===== src/rtl/booth_digit_serializer_if.sv =====
// Weight-in / Booth-digit-out handshake bundle for booth_digit_serializer.
// master = producer of weights and consumer of digit beats; slave = the serializer.
interface booth_digit_serializer_if #(
  parameter int DATA_WIDTH = 8
);
  localparam int SW = $clog2(DATA_WIDTH);

  logic                  in_valid;
  logic                  in_ready;
  logic [DATA_WIDTH-1:0] in_weight;
  logic                  out_valid;
  logic                  out_ready;
  logic [1:0]            out_sel;
  logic [SW-1:0]         out_shift;
  logic                  out_last;

  modport master (
    output in_valid, in_weight, out_ready,
    input  in_ready, out_valid, out_sel, out_shift, out_last
  );

  modport slave (
    input  in_valid, in_weight, out_ready,
    output in_ready, out_valid, out_sel, out_shift, out_last
  );
endinterface


===== src/rtl/booth_digit_serializer.sv =====
// Recodes a signed weight into radix-2 Booth digits, one registered beat per cycle (first beat 1 cycle after accept).
// Beats hold stable while out_ready is low; in_ready = idle or last beat leaving, so weights stream without bubbles.
module booth_digit_serializer #(
  parameter int DATA_WIDTH = 8,
  parameter bit SKIP_ZERO  = 1'b1
) (
  input logic                   clk,
  input logic                   rst_n,
  booth_digit_serializer_if.slave bus
);
  localparam int SW = $clog2(DATA_WIDTH);

  typedef enum logic {IDLE, EMIT} state_t;

  state_t                state;
  logic [DATA_WIDTH-1:0] weight;
  logic [DATA_WIDTH-1:0] mask;
  logic                  out_valid_q;
  logic [1:0]            out_sel_q;
  logic [SW-1:0]         out_shift_q;
  logic                  out_last_q;

  logic                  accept;
  logic                  fire;
  logic [DATA_WIDTH-1:0] nz_digits;
  logic [DATA_WIDTH-1:0] load_mask;
  logic [DATA_WIDTH-1:0] nxt_mask;
  logic [DATA_WIDTH-1:0] nxt_weight;
  logic [DATA_WIDTH:0]   wx;
  logic [1:0]            nxt_sel;
  logic [SW-1:0]         nxt_shift;
  logic                  nxt_last;

  assign bus.in_ready  = (state == IDLE) | (out_valid_q & bus.out_ready & out_last_q);
  assign bus.out_valid = out_valid_q;
  assign bus.out_sel   = out_sel_q;
  assign bus.out_shift = out_shift_q;
  assign bus.out_last  = out_last_q;

  assign accept = bus.in_valid & bus.in_ready;
  assign fire   = out_valid_q & bus.out_ready;

  // Digit i is nonzero exactly where weight bit i differs from bit i-1.
  assign nz_digits = bus.in_weight ^ {bus.in_weight[DATA_WIDTH-2:0], 1'b0};

  always_comb begin
    load_mask = SKIP_ZERO ? nz_digits : '1;
    // A zero weight still owes one (zero) beat at shift 0.
    if (load_mask == '0) load_mask = DATA_WIDTH'(1);
  end

  // Next beat: lowest pending position of the mask that will be live next cycle.
  always_comb begin
    nxt_mask   = accept ? load_mask : (mask & (mask - DATA_WIDTH'(1)));
    nxt_weight = accept ? bus.in_weight : weight;
    wx         = {nxt_weight, 1'b0};
    nxt_sel    = 2'b00;
    nxt_shift  = '0;
    for (int i = DATA_WIDTH - 1; i >= 0; i--) begin
      if (nxt_mask[i]) begin
        nxt_shift = SW'(i);
        nxt_sel   = {wx[i+1] & ~wx[i], wx[i] & ~wx[i+1]};
      end
    end
    nxt_last = ((nxt_mask & (nxt_mask - DATA_WIDTH'(1))) == '0);
  end

  always_ff @(posedge clk or negedge rst_n) begin
    if (!rst_n) begin
      state       <= IDLE;
      weight      <= '0;
      mask        <= '0;
      out_valid_q <= 1'b0;
      out_sel_q   <= 2'b00;
      out_shift_q <= '0;
      out_last_q  <= 1'b0;
    end else begin
      case (state)
        IDLE: begin
          if (accept) begin
            state       <= EMIT;
            weight      <= nxt_weight;
            mask        <= nxt_mask;
            out_valid_q <= 1'b1;
            out_sel_q   <= nxt_sel;
            out_shift_q <= nxt_shift;
            out_last_q  <= nxt_last;
          end
        end
        EMIT: begin
          if (accept || (fire && !out_last_q)) begin
            weight      <= nxt_weight;
            mask        <= nxt_mask;
            out_valid_q <= 1'b1;
            out_sel_q   <= nxt_sel;
            out_shift_q <= nxt_shift;
            out_last_q  <= nxt_last;
          end else if (fire) begin
            state       <= IDLE;
            mask        <= '0;
            out_valid_q <= 1'b0;
            out_sel_q   <= 2'b00;
            out_shift_q <= '0;
            out_last_q  <= 1'b0;
          end
        end
      endcase
    end
  end
endmodule

===== src/flat_wrapper.sv =====
// flat-port wrapper written by rule: the top's interface ports become plain ports
module booth_digit_serializer_flat 
#(
  parameter int DATA_WIDTH = 8,
  parameter bit SKIP_ZERO  = 1'b1
)
  (clk, rst_n, bus_in_valid, bus_in_weight, bus_out_ready, bus_in_ready, bus_out_valid, bus_out_sel, bus_out_shift, bus_out_last);
  booth_digit_serializer_if #(.DATA_WIDTH(DATA_WIDTH)) bus_i ();
  input logic clk;
  input logic rst_n;
  input wire logic [$bits(bus_i.in_valid)-1:0] bus_in_valid;
  input wire logic [$bits(bus_i.in_weight)-1:0] bus_in_weight;
  input wire logic [$bits(bus_i.out_ready)-1:0] bus_out_ready;
  output wire logic [$bits(bus_i.in_ready)-1:0] bus_in_ready;
  output wire logic [$bits(bus_i.out_valid)-1:0] bus_out_valid;
  output wire logic [$bits(bus_i.out_sel)-1:0] bus_out_sel;
  output wire logic [$bits(bus_i.out_shift)-1:0] bus_out_shift;
  output wire logic [$bits(bus_i.out_last)-1:0] bus_out_last;
  assign bus_i.in_valid = bus_in_valid;
  assign bus_i.in_weight = bus_in_weight;
  assign bus_i.out_ready = bus_out_ready;
  assign bus_in_ready = bus_i.in_ready;
  assign bus_out_valid = bus_i.out_valid;
  assign bus_out_sel = bus_i.out_sel;
  assign bus_out_shift = bus_i.out_shift;
  assign bus_out_last = bus_i.out_last;
  booth_digit_serializer #(.DATA_WIDTH(DATA_WIDTH), .SKIP_ZERO(SKIP_ZERO)) u_core (.clk(clk), .rst_n(rst_n), .bus(bus_i));
endmodule

===== config.mk =====
export PLATFORM = sky130hd
export DESIGN_NAME = booth_digit_serializer_flat
export DESIGN_NICKNAME = d
export VERILOG_FILES = /design/src/rtl/booth_digit_serializer_if.sv /design/src/rtl/booth_digit_serializer.sv /design/src/flat_wrapper.sv
export SDC_FILE = /design/constraint.sdc
export NUM_CORES = 1
export LEC_CHECK = 0
export ABC_CLOCK_PERIOD_IN_PS = 5990
export BUFFER_PORTS_ARGS = -buffer_cell sky130_fd_sc_hd__buf_2
export CAP_MARGIN = 20
export CORE_ASPECT_RATIO = 1.1
export CORE_MARGIN = 2
export CORE_UTILIZATION = 63
export CTS_CLUSTER_SIZE = 30
export DETAILED_ROUTE_END_ITERATION = 8
export GPL_TIMING_DRIVEN = 1
export PLACE_DENSITY = 0.95
export SYNTH_ARGS = -nofsm -noshare
export SYNTH_HDL_FRONTEND = slang
export SYNTH_SLANG_ARGS = --single-unit

===== constraint.sdc =====
create_clock -name clk -period 5.99 [get_ports clk]
set_input_delay 0.599 -clock clk [delete_from_list [all_inputs] [get_ports clk]]
set_output_delay 0.599 -clock clk [all_outputs]
set_load 0.005 [all_outputs]

==> metrics, run 1 <==
status=complete, no violations; critical path type=reg2reg; r2r endpoint=u_core.bus.out_sel[0]$_DFFE_PN0P_; DRT iter0 DRCs=~140; PortBufs=19; Clock transition at path regs=between 150 and 200 ps; Post-CTS Hold Fix Bufs=0; nets@finish=228; Die X=roughly 55 um; flop2flop setup slack=3150 ps; final hold vios=0; largest net degree at the start of global routing=25; via count=1794; Slew Viols, Final=0; Syn. warnings=0; HPWL after detailed placement=3.58 mm; Yosys cell types=61; worst-margin pin slew=between 800 and 900 ps; post-synth top area share=between 30 and 40%; CTS tree=yes; WL final=5.03 mm; clock root buffer=clkbuf_4; H-tree depth=1; DR WL/cell=20.4 um; latest clock arrival within the worst-skew pair=340 ps; setup TNS=0 ps; Synth Flop Type=dfrtp_1; core area=2750 um^2; Req. time, crit path=6230 ps; multi-input logic area=1140 um^2; initial antenna violation count=0; count leader, synth=dfrtp_1; PD cells=474 nW/um^2; num ports=20; Hold WC Path Type=in2async; Final Skew=13.5 ps; capturing element type of the critical path=flip-flop; Worst setup SP type=flip-flop; clk buf depth=2; DRT antenna net count=0; vias in the first global route=1597; gr ovfl total=0; drc violations=0; clock sink count=24; drt pass-1 iters=5; reg2reg path depth=6; DR vias/cell=7.26; ys async rst share=100%; part of the cycle the worst path needs=about 47%; Max FO, Critical Path=19; Post-synth EDFFs=0; synth cell count leaders=dfrtp_1 (24), nand2_1 (20), o21ai_0 (11); Worst slew margin=46.5%; final setup fails=0; global-route wire length before repair=7.96 mm; Die Y=60.2 um; max cap viols=0; Total GRT Usage=around a third; Post-CTS Setup Bufs=0; GPL Wtd Cong=0.995; syn_nets=between 200 and 250; Seq cells post-synth=24; register area=about 600 um^2; antenna diode count=0; Max VDD drop=between 300 and 400 uV; top post-synthesis cells by area=dfrtp_1 (33%), nand2_1 (4.1%), o21ai_0 (3.0%); CP Cell Sequence=nor2b_1 > nor2_4 > mux2i_1 > mux4_2 > nor4_1 > o21ai_1; Placed Instance Area=1900 um^2; share of layout cells above drive strength 1=between 10% and 20%; Seq/Total Area, Yosys=about a third; Starting Density=65.8%; Post-Syn Area=1810 um^2; Critical R2R Launch=u_core.state$_DFF_PN0_; Rows=20; cts bufs inserted=3; min Tclk post-route=2840 ps; Leak=0.836 nW; CP peak stage delay=650 ps; RSZ-0062 raised after global routing=false; CP max stage cell=nor2b_1; Fill cells=247; Layout area overhead=7.67%; CTS resizes=0; leading area contributor after synthesis=dfrtp_1; fmax=352 MHz; cell area after layout=1950 um^2; die area=3320 um^2; CP arrival=just over 3000 ps; Mean Syn Cell Area=8.92 um^2; Syn Inst Count=203
==> cells by family after synthesis <==
group           count (synthesis)  share of synthesized area [%]
compound gates                 75                           31.4
simple gates                   74                           23.5
flops                          24                           33.1
buf+inv                        17                           4.00
xor+xnor                        5                           2.42
mux                             5                           3.66
fa+ha+maj                       3                           1.80
==> per-stage QoR <==
step / cells / hold WS, ps / setup slack (ps) / power (mW) / utilization, %
floorplan: 203 / 303 / 3290 / 0.657 / -
global placement: 243 / 482 / 2970 / 0.771 / 69.0
detailed placement: 243 / 477 / 2900 / 0.786 / 69.0
CTS: 247 / 245 / 3190 / 0.908 / 70.9
global route: 247 / 266 / 2910 / 0.978 / 70.9
finish: 247 / 229 / 3150 / 0.925 / 70.9
==> report_power, final <==
group | internal (mW) | total [mW] | switching [mW]
clock network | 0.0678 | 0.125 | 0.0567
logic | 0.212 | 0.496 | 0.284
registers | 0.229 | 0.304 | 0.0757
==> worst max-delay path, delay by kind of cell, from the launching register on <==
| family | cells | cell delay, ps |
|---|---|---|
| simple gates | 3 | 1130 |
| flops | 1 | 470 |
| mux | 2 | 1020 |
| compound gates | 1 | 100 |
==> state kept, by name (all words and copies together), names as in the netlist <==
| register | count |
|---|---|
| u_core.mask | 8 |
| u_core.bus.out_last | 1 |
| u_core.bus.out_sel | 2 |
| u_core.state | 1 |
| u_core.weight | 8 |
| u_core.bus.out_shift | 3 |
| u_core.bus.out_valid | 1 |
==> layout by cell type (no fill, tap or decap), types with 3 or more instances in the layout <==
cell type   n
dfrtp_1    24
nand2_1    20
buf_2      19
o21ai_0    11
nand3_1     8
nor2b_1     8
o21ai_1     6
a21oi_1     6
or3_1       6
a31oi_1     5
o31ai_1     5
inv_1       4
nor4_1      4
nand4b_1    4
nor2_1      4
a22o_1      4
nand4_1     3
and4_1      3
xnor2_1     3
mux2_2      3
a211oi_1    3
a22oi_1     3
clkbuf_4    3
==> how the worst max path moves through the flow <==
stage / depth (start not counted) / endpoint / start
after floorplan: 9 / u_core.bus.out_last$_DFFE_PN0P_ / bus_in_weight[1]
after global placement: 7 / u_core.bus.out_sel[0]$_DFFE_PN0P_ / bus_in_valid
after detailed placement: 7 / u_core.bus.out_sel[0]$_DFFE_PN0P_ / bus_in_valid
after CTS: 6 / u_core.bus.out_sel[0]$_DFFE_PN0P_ / u_core.state$_DFF_PN0_
after global routing: 6 / u_core.bus.out_sel[0]$_DFFE_PN0P_ / u_core.state$_DFF_PN0_
final: 6 / u_core.bus.out_sel[0]$_DFFE_PN0P_ / u_core.state$_DFF_PN0_
==> per-layer routing <==
layer  up-vias  global-route usage [%]  wire [um]  share of wire [%]
met4         0                    13.2        167                3.3
met5         -                       0          0                  0
met3        17                    3.50        446                8.9
li1        822                       -          -                  -
met2       108                    52.6       2320                 46
met1       847                    46.7       2100                 42
==> cell type report <==
type / count / area share, %
Inverter: 4 / 0.770
Tap cell: 33 / 2.12
Sequential cell: 24 / 30.8
Multi-Input combinational cell: 162 / 58.4
Clock inverter: 1 / 1.54
Clock buffer: 3 / 1.15
Timing Repair Buffer: 20 / 5.26
No activity file was read; power rests on OpenSTA's default activity.
==> run 2: changes to the inputs <==
- ABC_CLOCK_PERIOD_IN_PS: 5990 -> 2950
- CORE_UTILIZATION: 63 -> 58
- PLACE_DENSITY: 0.95 -> 0.9
- clock period: 5.99 -> 2.95 ns (I/O delays scaled with it)
==> metrics, run 2 (same netlist as run 1, synthesis figures left out) <==
Req. time, crit path=3170 ps; worst-margin pin slew=779 ps; global-route wire length before repair=8.25 mm; share of layout cells above drive strength 1=approximately a fifth; nets@finish=between 200 and 250; num ports=20; Final Util=66.6%; r2r endpoint=u_core.bus.out_sel[0]$_DFFE_PN0P_; critical path type=reg2reg; flop2flop setup slack=360 ps; die area=roughly 3600 um^2; DRT iter0 DRCs=133; Max FO, Critical Path=14; status=complete, no violations; cts bufs inserted=3; core area=3020 um^2; DRT antenna net count=0; CTS tree=yes; Max VDD drop=546 uV; Hold WC Path Type=in2reg; gr ovfl total=0; PD cells=920 nW/um^2; antenna diode count=0; min Tclk post-route=2590 ps; Rows=21; DR vias/cell=7.09; clk buf depth=2; HPWL after detailed placement=approximately 3.7 mm; Final Non-Filler Cells=~260; Final Skew=around 5.7 ps; WL final=4.97 mm; part of the cycle the worst path needs=slightly below 90%; commonest non-fill, non-tap cell in the layout=dfrtp_1; vias in the first global route=1683; largest net degree at the start of global routing=25; cell area after layout=2010 um^2; drc violations=0; PortBufs=19; Post-CTS Hold Fix Bufs=1; RSZ-0062 raised after global routing=false; Critical R2R Launch=u_core.bus.out_valid$_DFFE_PN0P_; via count=1829; Total GRT Usage=29.4%; worst hold stages=2; Post-CTS Setup Bufs=0; final hold vios=0; Slew Viols, Final=0; Layout area overhead=11.1%; latest clock arrival within the worst-skew pair=330 ps; clock sink count=24; clock root buffer=clkbuf_4; CP arrival=2810 ps; Placed Instance Area=between 1500 and 2000 um^2; commonest cells after routing, fill and taps aside=dfrtp_1 (24), nand2_1 (20), buf_2 (19); fmax=386 MHz; hold path start=bus_in_valid; Starting Density=60.0%; DR WL/cell=19.3 um; drt pass-1 iters=4; Worst setup SP type=flip-flop; GPL Wtd Cong=0.984; capturing element type of the critical path=flip-flop; Worst slew margin=between 40% and 50%; H-tree depth=1; Die Y=62.6 um; CTS resizes=0; initial antenna violation count=0; max cap viols=0; Leak=0.878 nW; final setup fails=0; placed cell count=253; Worst Hold Endpoint=u_core.state$_DFF_PN0_; Die X=57.3 um; setup TNS=0 ps; Clock transition at path regs=140 ps; reg2reg path depth=6
==> run 2: changes by cell type in the layout (fill, tap and decap cells not counted), sizes merged <==
cell,previous run,this run
buf,20,29
bufinv,1,0
clkbuf,3,4
dlygate4sd3,0,1
==> run 2: power by group <==
part	switching (mW)	internal, mW
clock	0.107	0.0756
sequential	0.161	0.464
combinational	0.581	0.464
==> run 2: metal layers <==
layer / GRT usage [%] / vias to the layer above / routed length [um]
met5: 0 / - / 0
met4: 11.9 / 0 / 121
met3: 3.52 / 16 / 319
li1: - / 845 / -
met2: 45.3 / 88 / 2390
met1: 41.8 / 880 / 2140
==> run 2: critical path, stage by stage, from the launching register on <==
cell and delay [ps]:
dfrtp_1 470, and4_1 330, nor2_4 350, mux2i_1 460, mux4_2 360, nor4_1 380
o21ai_1 130
==> run 2: per-stage QoR <==
stage | hold WS (ps) | worst slack [ps] | power, mW
2_1_floorplan | -0.591 | 556 | 1.33
3_3_place_gp | 307 | 448 | 1.61
3_5_place_dp | 308 | 409 | 1.65
4_1_cts | 225 | 389 | 1.83
5_1_grt | 241 | 122 | 1.97
6_report | 233 | 362 | 1.85
==> run 2: worst max-delay path by stage <==
stage | start | endpoint | slack [ps] | cells after the start
after CTS | u_core.mask[0]$_DFFE_PN0P_ | u_core.bus.out_sel[0]$_DFFE_PN0P_ | 390 | 6
after global routing | u_core.bus.out_valid$_DFFE_PN0P_ | u_core.bus.out_sel[0]$_DFFE_PN0P_ | 120 | 6
final | u_core.bus.out_valid$_DFFE_PN0P_ | u_core.bus.out_sel[0]$_DFFE_PN0P_ | 360 | 6
after detailed placement | bus_in_weight[1] | u_core.bus.out_last$_DFFE_PN0P_ | 410 | 9
after floorplan | bus_in_weight[1] | u_core.bus.out_last$_DFFE_PN0P_ | 560 | 9
after global placement | bus_in_weight[1] | u_core.bus.out_last$_DFFE_PN0P_ | 450 | 9
==> run 2: cell type report <==
class                      count  area (um^2)
timing repair buffer          30          180
clock buffer                   4         36.3
sequential                    24          601
multi-input combinational    162         1140
inverter                       4         15.0
fill                         260         1010
tap                           34         42.5
